**src/rtl/fpu_pkg.sv**
```systemverilog
// Shared floating-point constants, the special-case class and its decoder.
package fpu_pkg;

   // Pipeline depth of the fsqrt datapath, in rising edges from x to y.
   localparam int FSQRT_LAT = 3;

   // Canonical quiet NaN returned for negative non-zero operands.
   localparam logic [31:0] QNAN = 32'h7FC0_0000;

   // Special-case class carried alongside each request.
   typedef enum logic [1:0] {
      SC_NONE = 2'd0,
      SC_NEG  = 2'd1,
      SC_PASS = 2'd2,
      SC_ZERO = 2'd3
   } sc_e;

   // Classify an operand. Negative non-zero wins over Inf/NaN, so -Inf and
   // negative NaNs both return the canonical quiet NaN.
   function automatic sc_e sc_decode(input logic [31:0] x);
      sc_e sc;
      sc = SC_NONE;
      if (x[31] && (x[30:23] != 8'd0)) begin
         sc = SC_NEG;
      end else if (x[30:23] == 8'hFF) begin
         sc = SC_PASS;
      end else if (x[30:23] == 8'd0) begin
         sc = SC_ZERO;
      end
      return sc;
   endfunction

endpackage

```
**src/rtl/fsqrt.sv**
```systemverilog
// Three-stage single-precision square root for positive normal operands.
// Stage 1 unpacks and folds an odd exponent into the significand, stage 2
// extracts a 25-bit integer root, stage 3 rounds to nearest and packs.
// Results for zero, denormal, Inf, NaN and negative inputs are meaningless
// here; the controller overrides them. No enable and no reset.
module fsqrt
   import fpu_pkg::*;
(
   input  logic        clk,
   input  logic [31:0] x,
   output logic [31:0] y
);

   logic [24:0] rad_q;
   logic [23:0] root_q;
   logic [7:0]  er_q [FSQRT_LAT-1];
   logic [8:0]  er_sum;
   logic [22:0] frac_rnd;
   logic        unused_sign;

   // The sign never reaches the datapath result: negatives are overridden.
   assign unused_sign = x[31];

   // Result exponent: (e + 127) / 2 for odd e, (e + 126) / 2 for even e.
   assign er_sum = {1'b0, x[30:23]} + 9'd126 + {8'd0, x[23]};

   // Round to nearest using the extra root bit; a tie cannot occur because
   // the scaled radicand is a multiple of 4 and never an odd square.
   assign frac_rnd = root_q[23:1] + {22'd0, root_q[0]};

   // Digit-by-digit integer square root of a 50-bit radicand.
   function automatic logic [24:0] isqrt50(input logic [49:0] rad);
      logic [27:0] rem;
      logic [27:0] trial;
      logic [24:0] root;
      rem  = '0;
      root = '0;
      for (int i = 24; i >= 0; i--) begin
         rem   = {rem[25:0], rad[2*i +: 2]};
         trial = {1'b0, root, 2'b01};
         if (rem >= trial) begin
            rem  = rem - trial;
            root = {root[23:0], 1'b1};
         end else begin
            root = {root[23:0], 1'b0};
         end
      end
      return root;
   endfunction

   // Stage 1: significand 1.m (odd e) or 2 x 1.m (even e), plus exponent.
   always_ff @(posedge clk) begin
      rad_q   <= x[23] ? {2'b01, x[22:0]} : {1'b1, x[22:0], 1'b0};
      er_q[0] <= 8'(er_sum >> 1);
   end

   // Stage 2: root carries 24 fraction bits; its leading one is implicit.
   always_ff @(posedge clk) begin
      root_q <= 24'(isqrt50({rad_q, 25'd0}));
      for (int k = 1; k < FSQRT_LAT - 1; k++) begin
         er_q[k] <= er_q[k-1];
      end
   end

   // Stage 3: pack the rounded result.
   always_ff @(posedge clk) begin
      y <= {1'b0, er_q[FSQRT_LAT-2], frac_rnd};
   end

endmodule

```
**src/rtl/fsqrt_ofifo.sv**
```systemverilog
// Synchronous result FIFO. A written entry becomes visible at the head the
// cycle after the write (no fall-through). DEPTH must be a power of two so
// the pointers wrap naturally. Storage is not reset; the head reads as zero
// while empty.
module fsqrt_ofifo #(
   parameter int W     = 36,
   parameter int DEPTH = 4
) (
   input  logic         clk,
   input  logic         rst_n,
   input  logic         wr_en,
   input  logic [W-1:0] wr_data,
   input  logic         rd_en,
   output logic [W-1:0] rd_data,
   output logic         empty
);

   localparam int AW = (DEPTH > 1) ? $clog2(DEPTH) : 1;
   localparam int CW = $clog2(DEPTH + 1);

   logic [W-1:0]  mem [DEPTH];
   logic [AW-1:0] wr_ptr;
   logic [AW-1:0] rd_ptr;
   logic [CW-1:0] count;
   logic          full;
   logic          do_rd;

   assign empty   = (count == '0);
   assign full    = (count == CW'(DEPTH));
   assign do_rd   = rd_en && !empty;
   assign rd_data = empty ? '0 : mem[rd_ptr];

   // Storage write; contents survive reset on purpose.
   always_ff @(posedge clk) begin
      if (wr_en) begin
         mem[wr_ptr] <= wr_data;
      end
   end

   // Pointers and occupancy; a write and a read in one cycle both apply.
   always_ff @(posedge clk or negedge rst_n) begin
      if (!rst_n) begin
         wr_ptr <= '0;
         rd_ptr <= '0;
         count  <= '0;
      end else begin
         if (wr_en) begin
            wr_ptr <= wr_ptr + AW'(1);
         end
         if (do_rd) begin
            rd_ptr <= rd_ptr + AW'(1);
         end
         count <= count + CW'(wr_en) - CW'(do_rd);
      end
   end

   // The upstream credit scheme guarantees a free slot for every write.
   a_no_overflow: assert property (@(posedge clk) disable iff (!rst_n) !(wr_en && full));

endmodule

```
**src/rtl/fsqrt_ctrl.sv**
```systemverilog
// Flow-control wrapper around the fsqrt datapath. A shadow pipeline tracks
// which datapath slots hold live requests together with their tag, special
// case class and raw operand; live results land in the output FIFO three
// edges after acceptance. A credit counter covering in-flight requests and
// FIFO occupancy makes FIFO overflow impossible.
//
// Handshakes: a transfer happens on a rising edge where valid and ready are
// both high. in_ready depends only on registered state; out_valid/out_data/
// out_tag hold steady while out_valid is high and out_ready is low.
module fsqrt_ctrl
   import fpu_pkg::*;
#(
   parameter int TAG_W = 4,
   parameter int DEPTH = 4
) (
   input  logic             clk,
   input  logic             rst_n,
   input  logic             in_valid,
   output logic             in_ready,
   input  logic [31:0]      in_data,
   input  logic [TAG_W-1:0] in_tag,
   output logic             out_valid,
   input  logic             out_ready,
   output logic [31:0]      out_data,
   output logic [TAG_W-1:0] out_tag
);

   localparam int CW = $clog2(DEPTH + 1);
   localparam int FW = 32 + TAG_W;

   typedef struct packed {
      logic [TAG_W-1:0] tag;
      sc_e              sc;
      logic [31:0]      raw;
   } shadow_t;

   logic [FSQRT_LAT-1:0] vld_q;
   shadow_t              sh_q [FSQRT_LAT];
   logic [CW-1:0]        cnt;
   logic                 accept;
   logic                 pop;
   logic [31:0]          y;
   logic [31:0]          res;
   shadow_t              tail;
   logic [FW-1:0]        head;
   logic                 fifo_empty;

   assign in_ready  = (cnt < CW'(DEPTH));
   assign accept    = in_valid && in_ready;
   assign out_valid = !fifo_empty;
   assign pop       = out_valid && out_ready;
   assign tail      = sh_q[FSQRT_LAT-1];
   assign out_data  = head[FW-1:TAG_W];
   assign out_tag   = head[TAG_W-1:0];

   fsqrt u_fsqrt (
      .clk (clk),
      .x   (in_data),
      .y   (y)
   );

   // Shadow valid bits: the only pipeline state that needs clearing.
   always_ff @(posedge clk or negedge rst_n) begin
      if (!rst_n) begin
         vld_q <= '0;
      end else begin
         vld_q <= {vld_q[FSQRT_LAT-2:0], accept};
      end
   end

   // Shadow payload follows the datapath stages; meaningful only when valid.
   always_ff @(posedge clk) begin
      sh_q[0] <= '{tag: in_tag, sc: sc_decode(in_data), raw: in_data};
      for (int k = 1; k < FSQRT_LAT; k++) begin
         sh_q[k] <= sh_q[k-1];
      end
   end

   // Credits: one taken per accept, one returned per pop.
   always_ff @(posedge clk or negedge rst_n) begin
      if (!rst_n) begin
         cnt <= '0;
      end else begin
         case ({accept, pop})
            2'b10:   cnt <= cnt + CW'(1);
            2'b01:   cnt <= cnt - CW'(1);
            default: cnt <= cnt;
         endcase
      end
   end

   // Special-case override of the datapath result at FIFO write.
   always_comb begin
      res = y;
      case (tail.sc)
         SC_NEG:  res = QNAN;
         SC_PASS: res = tail.raw;
         SC_ZERO: res = {tail.raw[31], 31'd0};
         default: res = y;
      endcase
   end

   fsqrt_ofifo #(
      .W     (FW),
      .DEPTH (DEPTH)
   ) u_ofifo (
      .clk     (clk),
      .rst_n   (rst_n),
      .wr_en   (vld_q[FSQRT_LAT-1]),
      .wr_data ({res, tail.tag}),
      .rd_en   (out_ready),
      .rd_data (head),
      .empty   (fifo_empty)
   );

endmodule

```
**config.mk**
```make
export PLATFORM = sky130hd
export DESIGN_NAME = fsqrt_ctrl
export DESIGN_NICKNAME = d
export VERILOG_FILES = /design/src/rtl/fpu_pkg.sv /design/src/rtl/fsqrt.sv /design/src/rtl/fsqrt_ofifo.sv /design/src/rtl/fsqrt_ctrl.sv
export SDC_FILE = /design/constraint.sdc
export NUM_CORES = 1
export LEC_CHECK = 0
export CORE_MARGIN = 10
export CORE_UTILIZATION = 55
export DETAILED_ROUTE_END_ITERATION = 10
export PLACE_DENSITY = 0.76
export SLEW_MARGIN = 5
export SYNTH_ARGS = -nofsm -noshare
export SYNTH_HDL_FRONTEND = slang
export SYNTH_SLANG_ARGS = --single-unit
```
**constraint.sdc**
```tcl
create_clock -name clk -period 110.4 [get_ports clk]
set_clock_uncertainty 0.05 [all_clocks]
set_input_delay 11.04 -clock clk [delete_from_list [all_inputs] [get_ports clk]]
set_output_delay 11.04 -clock clk [all_outputs]
set_load 0.005 [all_outputs]
```
Word-level counts from Yosys, hierarchy flattened
Memory sizes are Yosys's and may differ from the RTL's. A register that Yosys moved wholly into a read port is not among the register bits.
Cells that the tools add are included.
W data, S select, Z words.
- flip-flop bits (word level): 93
- memory bits (writable): 274
- input bits: 40
- output and inout port bits: 38
- logic and storage cells: 144
- memories: 3
- memory list (name ; depth ; width ; rd ports ; clocked after Yosys merged registers in ; wr ports ; RTL line ; text):
    u_ofifo.mem ; 4 ; 36 ; 1 ; 0 ; 1 ; fsqrt_ofifo.sv:21 ; logic [W-1:0] mem [DEPTH];
    sh_q ; 3 ; 38 ; 3 ; 0 ; 3 ; fsqrt_ctrl.sv:38 ; shadow_t sh_q [FSQRT_LAT];
    u_fsqrt.er_q ; 2 ; 8 ; 2 ; 1 ; 2 ; fsqrt.sv:16 ; logic [7:0] er_q [FSQRT_LAT-1];
- add/sub/neg operators: 33
- magnitude comparators: 26
- eq/ne operators: 6
- muxes and demuxes: 58
- reduce and logical (&&, ||, !) cells: 8
- operators by type and width (kind ; count):
    $mux W26 ; 24
    $pmux W32 S3 ; 1
    $mux W36 ; 1
    $ge A28 B10 Y1 ; 1
    $ge A28 B11 Y1 ; 1
    $ge A28 B12 Y1 ; 1
    $ge A28 B13 Y1 ; 1
    $ge A28 B14 Y1 ; 1
    $ge A28 B15 Y1 ; 1
    $ge A28 B16 Y1 ; 1
    $ge A28 B17 Y1 ; 1
    $ge A28 B18 Y1 ; 1
    $ge A28 B19 Y1 ; 1
    $ge A28 B20 Y1 ; 1
    $ge A28 B21 Y1 ; 1
    $ge A28 B22 Y1 ; 1
    $ge A28 B23 Y1 ; 1
    $ge A28 B24 Y1 ; 1
    $ge A28 B25 Y1 ; 1
    $ge A28 B26 Y1 ; 1
    $ge A28 B3 Y1 ; 1
    $ge A28 B4 Y1 ; 1
    $ge A28 B5 Y1 ; 1
    $ge A28 B6 Y1 ; 1
    other kinds (50) ; 84

Longest topological paths before layout
Gate-level depths: netlist of the first run.
- word-level depth: 50
- depth in mapped cells: 434
- gate-level depth less buffers: 402

Modules after synthesis
Synthesis of the first run repeated with hierarchy kept, for this count alone.
- cell total of the unflattened synthesis: 4768
- area, all modules: 38622.0 um^2
- modules (own cells, without submodules) (module ; times used ; cells an instance ; area each (um^2) ; seq. area each (um^2)):
    fsqrt ; 1 ; 4277 ; 29635.9 ; 1921.8
    fsqrt_ofifo ; 1 ; 264 ; 5834.3 ; 4499.3
    fsqrt_ctrl ; 1 ; 227 ; 3151.8 ; 2432.3

Worst setup path before layout of the first run
Ideal clock, no wire load.
- path type: flip-flop to flip-flop
- from: register u_fsqrt.rad_q[23]
- to: register u_fsqrt.root_q[0]
- library setup time: 0.130 ns
- arrival time: 74.154 ns
- required time: 110.220 ns
- setup slack: 36.065 ns
- stages on the path, launching flop included: 421
- buffers on the path: 45
- period minus slack after synthesis: 74.335 ns
- path through: dfxtp_1 buf_4 or2_1 buf_2 inv_2 clkbuf_1 clkbuf_1 buf_1 buf_6 ha_1 nor3b_1 or2_1 a2111o_1 o21ai_1 buf_2 nand2_1 inv_1 ha_1 [... 385 more ...] nand3_4 buf_4 buf_6 a21oi_1 ha_1 nor2b_1 o21ai_0 nand2b_1 a21oi_1 nor2b_1 o21ai_0 nand2b_1 a21oi_1 o21ai_0 a221oi_1 o21ai_0 a221oi_1 o32ai_1
- longest elaborated chain between the ends: 50
- elaborated cells on any way between the ends: 98
- those cells by class: add/sub: 24; order compare: 25; mux: 49
- ends and longest elaborated chain (element ; RTL line ; text):
    from (decl) ; fsqrt.sv:14 ; logic [24:0] rad_q;
    from (signal assigned) ; fsqrt.sv:53 ; rad_q <= x[23] ? {2'b01, x[22:0]} : {1'b1, x[22:0], 1'b0};
    $sub A2 B1 Y3 / $ge A2 B1 Y1 (equally long branches) ; fsqrt.sv:42, fsqrt.sv:41 ;
    $mux W26 / $mux W1 (equally long branches) ; fsqrt.sv:41 ; if (rem >= trial) begin
    $sub A26 B3 Y26 / $ge A28 B3 Y1 (equally long branches) ; fsqrt.sv:42, fsqrt.sv:41 ;
    $mux W26 / $mux W1 (equally long branches) ; fsqrt.sv:41 ;
    $sub A26 B4 Y26 / $ge A28 B4 Y1 (equally long branches) ; fsqrt.sv:42, fsqrt.sv:41 ;
    $mux W26 / $mux W1 (equally long branches) ; fsqrt.sv:41 ;
    $sub A26 B5 Y26 / $ge A28 B5 Y1 (equally long branches) ; fsqrt.sv:42, fsqrt.sv:41 ;
    $mux W26 / $mux W1 (equally long branches) ; fsqrt.sv:41 ;
    [... 34 more ...] ; n/a ;
    $sub A26 B23 Y26 / $ge A28 B23 Y1 (equally long branches) ; fsqrt.sv:42, fsqrt.sv:41 ;
    $mux W26 / $mux W1 (equally long branches) ; fsqrt.sv:41 ;
    $sub A26 B24 Y26 / $ge A28 B24 Y1 (equally long branches) ; fsqrt.sv:42, fsqrt.sv:41 ;
    $mux W26 / $mux W1 (equally long branches) ; fsqrt.sv:41 ;
    $sub A26 B25 Y26 / $ge A28 B25 Y1 (equally long branches) ; fsqrt.sv:42, fsqrt.sv:41 ;
    $mux W26 / $mux W1 (equally long branches) ; fsqrt.sv:41 ;
    $ge A28 B26 Y1 (*) ; fsqrt.sv:41 ;
    $mux W1 (*) ; fsqrt.sv:41 ;
    to (signal assigned) ; fsqrt.sv:59 ; root_q <= 24'(isqrt50({rad_q, 25'd0}));
    to (decl) ; fsqrt.sv:15 ; logic [23:0] root_q;
Mark *: on every way between the ends. The rest lies on a longest branch, timed or not.
A chain may end at the register's enable or synchronous reset.

Worst setup path after layout of the first run
- from: register u_fsqrt.rad_q[21]
- to: register u_fsqrt.root_q[0]
- longest elaborated chain between the ends: 48
- elaborated cells on any way between the ends: 94
- those cells by class: add/sub: 23; order compare: 24; mux: 47
- ends and longest elaborated chain (element ; RTL line):
    $sub A26 B3 Y26 / $ge A28 B3 Y1 (equally long branches) ; fsqrt.sv:42, fsqrt.sv:41
    $mux W26 / $mux W1 (equally long branches) ; fsqrt.sv:41
    $sub A26 B4 Y26 / $ge A28 B4 Y1 (equally long branches) ; fsqrt.sv:42, fsqrt.sv:41
    $mux W26 / $mux W1 (equally long branches) ; fsqrt.sv:41
    $sub A26 B5 Y26 / $ge A28 B5 Y1 (equally long branches) ; fsqrt.sv:42, fsqrt.sv:41
    $mux W26 / $mux W1 (equally long branches) ; fsqrt.sv:41
    $sub A26 B6 Y26 / $ge A28 B6 Y1 (equally long branches) ; fsqrt.sv:42, fsqrt.sv:41
    $mux W26 / $mux W1 (equally long branches) ; fsqrt.sv:41
    [... 32 more ...] ; n/a
    $sub A26 B23 Y26 / $ge A28 B23 Y1 (equally long branches) ; fsqrt.sv:42, fsqrt.sv:41
    $mux W26 / $mux W1 (equally long branches) ; fsqrt.sv:41
    $sub A26 B24 Y26 / $ge A28 B24 Y1 (equally long branches) ; fsqrt.sv:42, fsqrt.sv:41
    $mux W26 / $mux W1 (equally long branches) ; fsqrt.sv:41
    $sub A26 B25 Y26 / $ge A28 B25 Y1 (equally long branches) ; fsqrt.sv:42, fsqrt.sv:41
    $mux W26 / $mux W1 (equally long branches) ; fsqrt.sv:41
    $ge A28 B26 Y1 (*) ; fsqrt.sv:41
    $mux W1 (*) ; fsqrt.sv:41
Marked as above.

==> summary.txt, run 1 <==
Run status
  • Run status: finished clean

Layout
  • Growth of design area from synthesis to finish: 7.104%
  • Util after Layout: 0.5920
  • FILL cells: 6227
  • Net count, final: 5075
  • Layout cell share with drive strength beyond 1: 0.07645
  • Most common cell after layout, fill and taps aside: a21oi_1
  • Summed area of non-filler cells in the final layout: 41310 um^2
  • Most frequent cells in the layout: a21oi_1 (483), nor2_1 (388), nand2_1 (339)

Logic synthesis
  • Yosys top cell area share: 0.1121
  • Yosys warning count: 0
  • Library cell occupying the most area in the post-synthesis netlist: edfxtp_1
  • Number of flops mapped to enable cells by yosys: 144
  • Area of the mapped netlist: 38570 um^2
  • Post-Synthesis Cells: around 4.7k
  • Async set or reset register ratio after synthesis: 0.03542
  • Average cell area after synthesis: 8.181 um^2
  • Yosys reg bits: 367
  • Proportion of synthesized chip area in sequential cells: 0.2295
  • Cell types occupying the most area after synthesis: edfxtp_1 (11%), dfxtp_1 (11%), ha_1 (11%)
  • Distinct cell type count after synthesis: 145
  • Post-synth top flop: dfxtp_1

Route
  • Routed via count: 36.58k
  • DR DRC count: 0
  • Highest metal used: met4
  • Detailed Route Iter0 Violations: 3635
  • Routed wl met3: 8.400 mm
  • Total routed wire length on the met1 layer: ~54 mm
  • Wirelength per Cell: between 20 and 25 um
  • Sum of routed wire length over all layers: 117.4 mm
  • Routed Antenna Nets: 0
  • Length of routed met2 wiring: 51.72 mm
  • Detail-routed via count per cell: ~6.4
  • Detailed-router iteration count before antenna repair: 6

Floorplanning
  • Die X-Extent: 284.8 um
  • Core box area: between 60000 and 70000 um^2
  • Vertical extent of the die: 284.8 um
  • Starting density of the core: 0.5527
  • Number of rows created at floorplan: 97
  • Die ar.: 81130 um^2
  • IO Pins: 78

Critical path
  • Worst reg2reg path endpoint: u_fsqrt.root_q[0]
  • Buffering stage count on the worst path with inverters included: 40
  • Reg-to-reg setup timing slack: 20670 ps
  • Crit-path max FO: 40
  • Most frequent cell on the critical path: a21oi_1
  • Crit path arrival time: 90130 ps
  • Max stage delay on crit path: 930 ps
  • Number of cells traversed by the worst register-to-register path: 399
  • Worst path slowest cell: inv_2
  • Worst setup path end: u_fsqrt.root_q[0]
  • Reg2reg start: u_fsqrt.rad_q[21]
  • Family with the most delay on the worst path: compound AO/OA/AOI/OAI gates
  • Launching element type of the critical path: flop
  • Data required time of the critical path: 110810 ps
  • Launch point of the worst path: u_fsqrt.rad_q[21]
  • Crit Path Category: reg2reg
  • Logic depth of the worst setup path including buffers: between 300 and 400
  • Kind of end point of the critical path: flop

Clock tree
  • CTS sink cnt: roughly 370
  • Post-CTS setup buffers: 0
  • Clock latency of the later-clocked register in the worst-skew pair: 580 ps
  • Clock buffer depth: 3
  • CTS tree: yes
  • Count of hold buffers inserted by post-cts repair: 0
  • Total clock buffers created by CTS: 38
  • Post-CTS Resized: 0
  • CTS H-Tree Depth: 2
  • Root buf cell: clkbuf_16
  • Reg clk slew, reported paths: 80 ps

STA
  • Maximum clock frequency: 11.15 MHz
  • Worst rel slew slack: 0.2218
  • Final hold viol count: 0
  • Part of the cycle the worst path needs: 0.8127
  • Final Critical Period: 89730 ps
  • RSZ-0062 raised after global routing: no
  • Worst Tran Pin Value: 1149 ps
  • Finish-stage setup viols: 0
  • Slew Limit Fails: 0
  • Total Negative Setup Slacks: 0 ps

Place
  • Placed wire-length estimate: 89.34 mm
  • Port Buffer Count: a little under 80
  • Placed inst area: 39980 um^2
  • Routability congestion estimate: 0.9696

GRT
  • GRT overflow: 0
  • Largest net degree at the start of global routing: 41
  • GRT Util Overall: 0.2748
  • Wire length of the first global-routing pass: 185.2 mm
  • Via count of the first global-routing pass: 33.95k
  • Antenna violations before repair: 7

Worst hold path
  • Tightest Hold Check Type: reg2reg
  • Instance count along the most critical hold path: 0

Flow run
  • Reported max-cap violation count: 0
sequential cells by signal (all words and copies together), names as in the netlist:
register        count
u_fsqrt.er_q       16
cnt                 3
u_fsqrt.y          31
u_ofifo.mem       144
u_ofifo.count       3
vld_q               3
u_fsqrt.root_q     24
sh_q              114
u_ofifo.wr_ptr      2
u_fsqrt.rad_q      25
u_ofifo.rd_ptr      2
cells by family (layout without fill, tap and decap cells):
| family | after synthesis | after routing | synth area share |
|---|---|---|---|
| DFF | 367 | 367 | 0.2295 |
| AOI/OAI and AO/OA | 1578 | 1578 | 0.2716 |
| other | 1 | 9 | 0.00009722 |
| muxes | 178 | 178 | 0.06114 |
| buffers and inverters | 378 | 395 | 0.04103 |
| and+or+nand+nor | 1506 | 1506 | 0.2023 |
| xor gates and xnor gates | 369 | 369 | 0.08456 |
| adders and majority gates | 338 | 338 | 0.1097 |
layout make-up:
class                      count  area, um^2  share of cell area
multi-input combinational   3973       28160              0.6816
sequential                   367        8855              0.2143
tap                          940        1176             0.02847
clock buffer                  51        1091             0.02641
timing repair buffer         101       950.9             0.02302
inverter                     224       843.3             0.02041
clock inverter                19       225.2            0.005451
antenna                        5       12.51           0.0003029
metrics by stage:
step	worst slack, ps	instances	hold slack, ps
final	20670	5680	271.3
after global routing	12440	5680	279.3
after floorplan	36070	4718	259.6
after detailed placement	22700	5605	262.1
after global placement	25550	5605	260.4
after CTS	22320	5675	273.6
per-layer routing:
metal	global-route usage	vias to the layer above
li1	-	17660
met1	0.3892	17250
met2	0.4362	1455
met3	0.02887	218
met4	0.08043	0
met5	0	-
worst min-delay path by stage:
stage / slack, ps / from / to
6_report: 270 / u_fsqrt.er_q[0][5] / u_fsqrt.er_q[1][5]
2_1_floorplan: 260 / sh_q[0][62] / sh_q[0][100]
3_3_place_gp: 260 / sh_q[0][22] / sh_q[0][60]
5_1_grt: 280 / sh_q[0][20] / sh_q[0][58]
3_5_place_dp: 260 / sh_q[0][52] / sh_q[0][90]
4_1_cts: 270 / u_fsqrt.er_q[0][5] / u_fsqrt.er_q[1][5]
Yosys cell counts, drive strengths merged, types with 18 or more instances:
cell type  instances
mux4              36
xnor2            273
o21ai            283
nand3            124
nand4             58
o211ai            33
a21o             142
nand2            344
edfxtp           144
clkbuf            81
buf               73
nand2b            57
mux2i             50
xor2              96
o21a              45
or4               23
dfxtp            210
nor3             120
o21bai           117
o22ai             19
a31oi             60
a31o              20
or2               39
a21boi            26
a221oi            18
mux2              92
and3              42
inv              223
nor4              42
nor2             394
a211oi            56
or3               48
o31a              18
o31ai             36
nor2b             42
and2              85
ha               327
a211o             19
a21oi            487
Power of run 1 is not shown: default switching activity piles up to over one toggle a cycle in this logic, so the estimate is an artifact.
==> run 2, diff against run 1 <==
==> constraint.sdc (replaced) <==
create_clock -name clk -period 89.7 [get_ports clk]
set_clock_uncertainty 0.05 [all_clocks]
set_input_delay 8.97 -clock clk [delete_from_list [all_inputs] [get_ports clk]]
set_output_delay 8.97 -clock clk [all_outputs]
set_load 0.005 [all_outputs]
==> run 2 against run 1 <==
- wire length increased by 0.46%
- die area is the same
- critical path depth decreased by 2
- first-iteration DRC count is 0.72% lower
- non-clock buffer count rose by 3
- clock-buffer cell count increased by 2
- cell count about the same
- register-to-register slack got worse by 14000 ps
- sequential share of layout area about the same
- global-route usage decreased by 0.32 points
- via count grew 0.95%
- critical path type unchanged
- largest cell class unchanged
==> summary.txt, run 2 (synthesized netlist as in run 1, its figures left out) <==
Layout
  • Largest Register: u_ofifo.mem (unchanged)
  • Net count, final: 5081 (was 5075)
  • Most frequent cells in the layout: a21oi_1 (480), nor2_1 (386), nand2_1 (336) (was a21oi_1 (483), nor2_1 (388), nand2_1 (339))
  • Leading registers by flop count: u_ofifo.mem x144, sh_q x114, u_fsqrt.y x31 (unchanged)
  • Most common cell after layout, fill and taps aside: a21oi_1 (unchanged)
  • Layout cell share with drive strength beyond 1: 0.08080 (was 0.07645)
  • FILL cells: 6213 (was 6227)
  • Growth of design area from synthesis to finish: 7.279% (was 7.104%)
  • Flip-flop count of the largest register after layout: 144 (unchanged)

Floorplanning
  • Number of rows created at floorplan: 97 (unchanged)
  • Core box area: 69790 um^2 (unchanged)
  • Starting density of the core: 0.5527 (unchanged)
  • Vertical extent of the die: 284.8 um (unchanged)
  • Die X-Extent: 284.8 um (unchanged)
  • IO Pins: 78 (unchanged)
  • Die ar.: 81130 um^2 (unchanged)

Clock tree
  • Count of hold buffers inserted by post-cts repair: 0 (unchanged)
  • CTS tree: yes (unchanged)
  • CTS sink cnt: 367 (unchanged)
  • Root buf cell: clkbuf_16 (unchanged)
  • Clock latency of the later-clocked register in the worst-skew pair: 590 ps (was 580 ps)
  • Clock buffer depth: 3 (unchanged)
  • Reg clk slew, reported paths: 60 ps (was 80 ps)
  • Total clock buffers created by CTS: 38 (unchanged)
  • CTS H-Tree Depth: 2 (unchanged)

Run status
  • Run status: finished clean (unchanged)

Critical path
  • Reg2reg start: u_fsqrt.rad_q[21] (unchanged)
  • Launch point of the worst path: u_fsqrt.rad_q[21] (unchanged)
  • Crit path arrival time: 83060 ps (was 90130 ps)
  • Crit-path max FO: 40 (unchanged)
  • Data required time of the critical path: 90110 ps (was 110810 ps)
  • Kind of end point of the critical path: flop (unchanged)
  • Worst path slowest cell: dfxtp_1 (was inv_2)
  • Launching element type of the critical path: flop (unchanged)
  • Crit Path Category: reg2reg (unchanged)
  • Max stage delay on crit path: 600 ps (was 930 ps)
  • Most frequent cell on the critical path: a21oi_1 (unchanged)

Route
  • DR DRC count: 0 (unchanged)
  • Detailed Route Iter0 Violations: 3609 (was 3635)
  • Routed via count: 36.93k (was 36.58k)
  • Detail-routed via count per cell: 6.500 (was 6.439)
  • Routed Antenna Nets: 0 (unchanged)
  • Wirelength per Cell: 20.76 um (was 20.67 um)
  • Sum of routed wire length over all layers: 117.9 mm (was 117.4 mm)
  • Detailed-router iteration count before antenna repair: 8 (was 6)

Worst hold path
  • Tightest Hold Check Type: reg2reg (unchanged)
  • Worst hold path startpoint: sh_q[0][48] (was u_fsqrt.er_q[0][5])

STA
  • Finish-stage setup viols: 0 (unchanged)
  • Part of the cycle the worst path needs: 0.9214 (was 0.8127)
  • Slew Limit Fails: 0 (unchanged)
  • Worst Tran Pin Value: 1117 ps (was 1149 ps)
  • Final worst hold slack: 271.8 ps (was 271.3 ps)
  • Maximum clock frequency: 12.10 MHz (was 11.15 MHz)
  • Worst rel slew slack: 0.2438 (was 0.2218)
  • Final hold viol count: 0 (unchanged)
  • Final Critical Period: 82650 ps (was 89730 ps)

GRT
  • GRT Util Overall: 0.2715 (was 0.2748)
  • Largest net degree at the start of global routing: 56 (was 41)
  • Antenna violations before repair: 3 (was 7)
  • GRT overflow: 0 (unchanged)
  • Wire length of the first global-routing pass: 184.0 mm (was 185.2 mm)
  • Via count of the first global-routing pass: 34.04k (was 33.95k)

Place
  • Placed wire-length estimate: 89.49 mm (was 89.34 mm)
  • Routability congestion estimate: 0.9950 (was 0.9696)
  • Port Buffer Count: 77 (unchanged)

Flow run
  • Reported max-cap violation count: 0 (unchanged)
## run 2: final timing paths
| check | endpoint | slack (ps) | cells after the start |
|---|---|---|---|
| setup / recovery | u_fsqrt.root_q[0] | 7050 | 397 |
| hold / removal | sh_q[0][86] | 270 | 0 |
| setup reg to reg | u_fsqrt.root_q[0] | 7050 | 397 |
| hold reg to reg | sh_q[0][86] | 270 | 0 |
| max in group asynchronous | u_ofifo.rd_ptr[0] | 80440 | 1 |
| min in group asynchronous | cnt[1] | 8730 | 1 |
## run 2: per-stage QoR
stage          worst slack (ps)  cells    util  area (um^2)  TNS, ps
3_3_place_gp               4961   5606  0.5731        39990        0
2_1_floorplan             15370   4718       -        38580        0
5_1_grt                  -22.43   5681  0.5930        41380   -22.43
6_report                   7047   5681  0.5930        41380        0
4_1_cts                    1668   5675  0.5906        41210        0
3_5_place_dp               2069   5606  0.5731        39990        0
## run 2: critical path, delay by kind of cell (launching register included)
family | cells | cell delay (ps)
xor gates and xnor gates | 4 | 760
adders and majority gates | 33 | 9520
and+or+nand+nor | 98 | 20960
AOI/OAI and AO/OA | 220 | 41230
DFF | 1 | 600
muxes | 5 | 1690
buffers and inverters | 37 | 7580
## run 2: repair_timing
item                       CTS  global route
setup endpoints to repair    0             2
buffers inserted             0             2
gates resized for setup      0            42
## run 2: metal layers
| layer | track usage | share of wire | routed length [um] |
|---|---|---|---|
| met1 | 0.3755 | 0.44 | 52270 |
| met2 | 0.4387 | 0.44 | 52430 |
| met3 | 0.03428 | 0.083 | 9780 |
| met4 | 0.07726 | 0.029 | 3437 |
| met5 | 0 | 0 | 0 |
## run 2: final cells by class
class	instances	area, um^2	area share
multi-input combinational	3975	28260	0.6830
clock buffer	53	1061	0.02564
tap	940	1176	0.02842
sequential	367	8855	0.2140
antenna	1	2.502	0.00006047
inverter	224	883.3	0.02135
clock inverter	16	160.2	0.003870
timing repair buffer	104	973.4	0.02352
timing repair inverter	1	5.005	0.0001209
Power of run 2 is left out for the same reason.
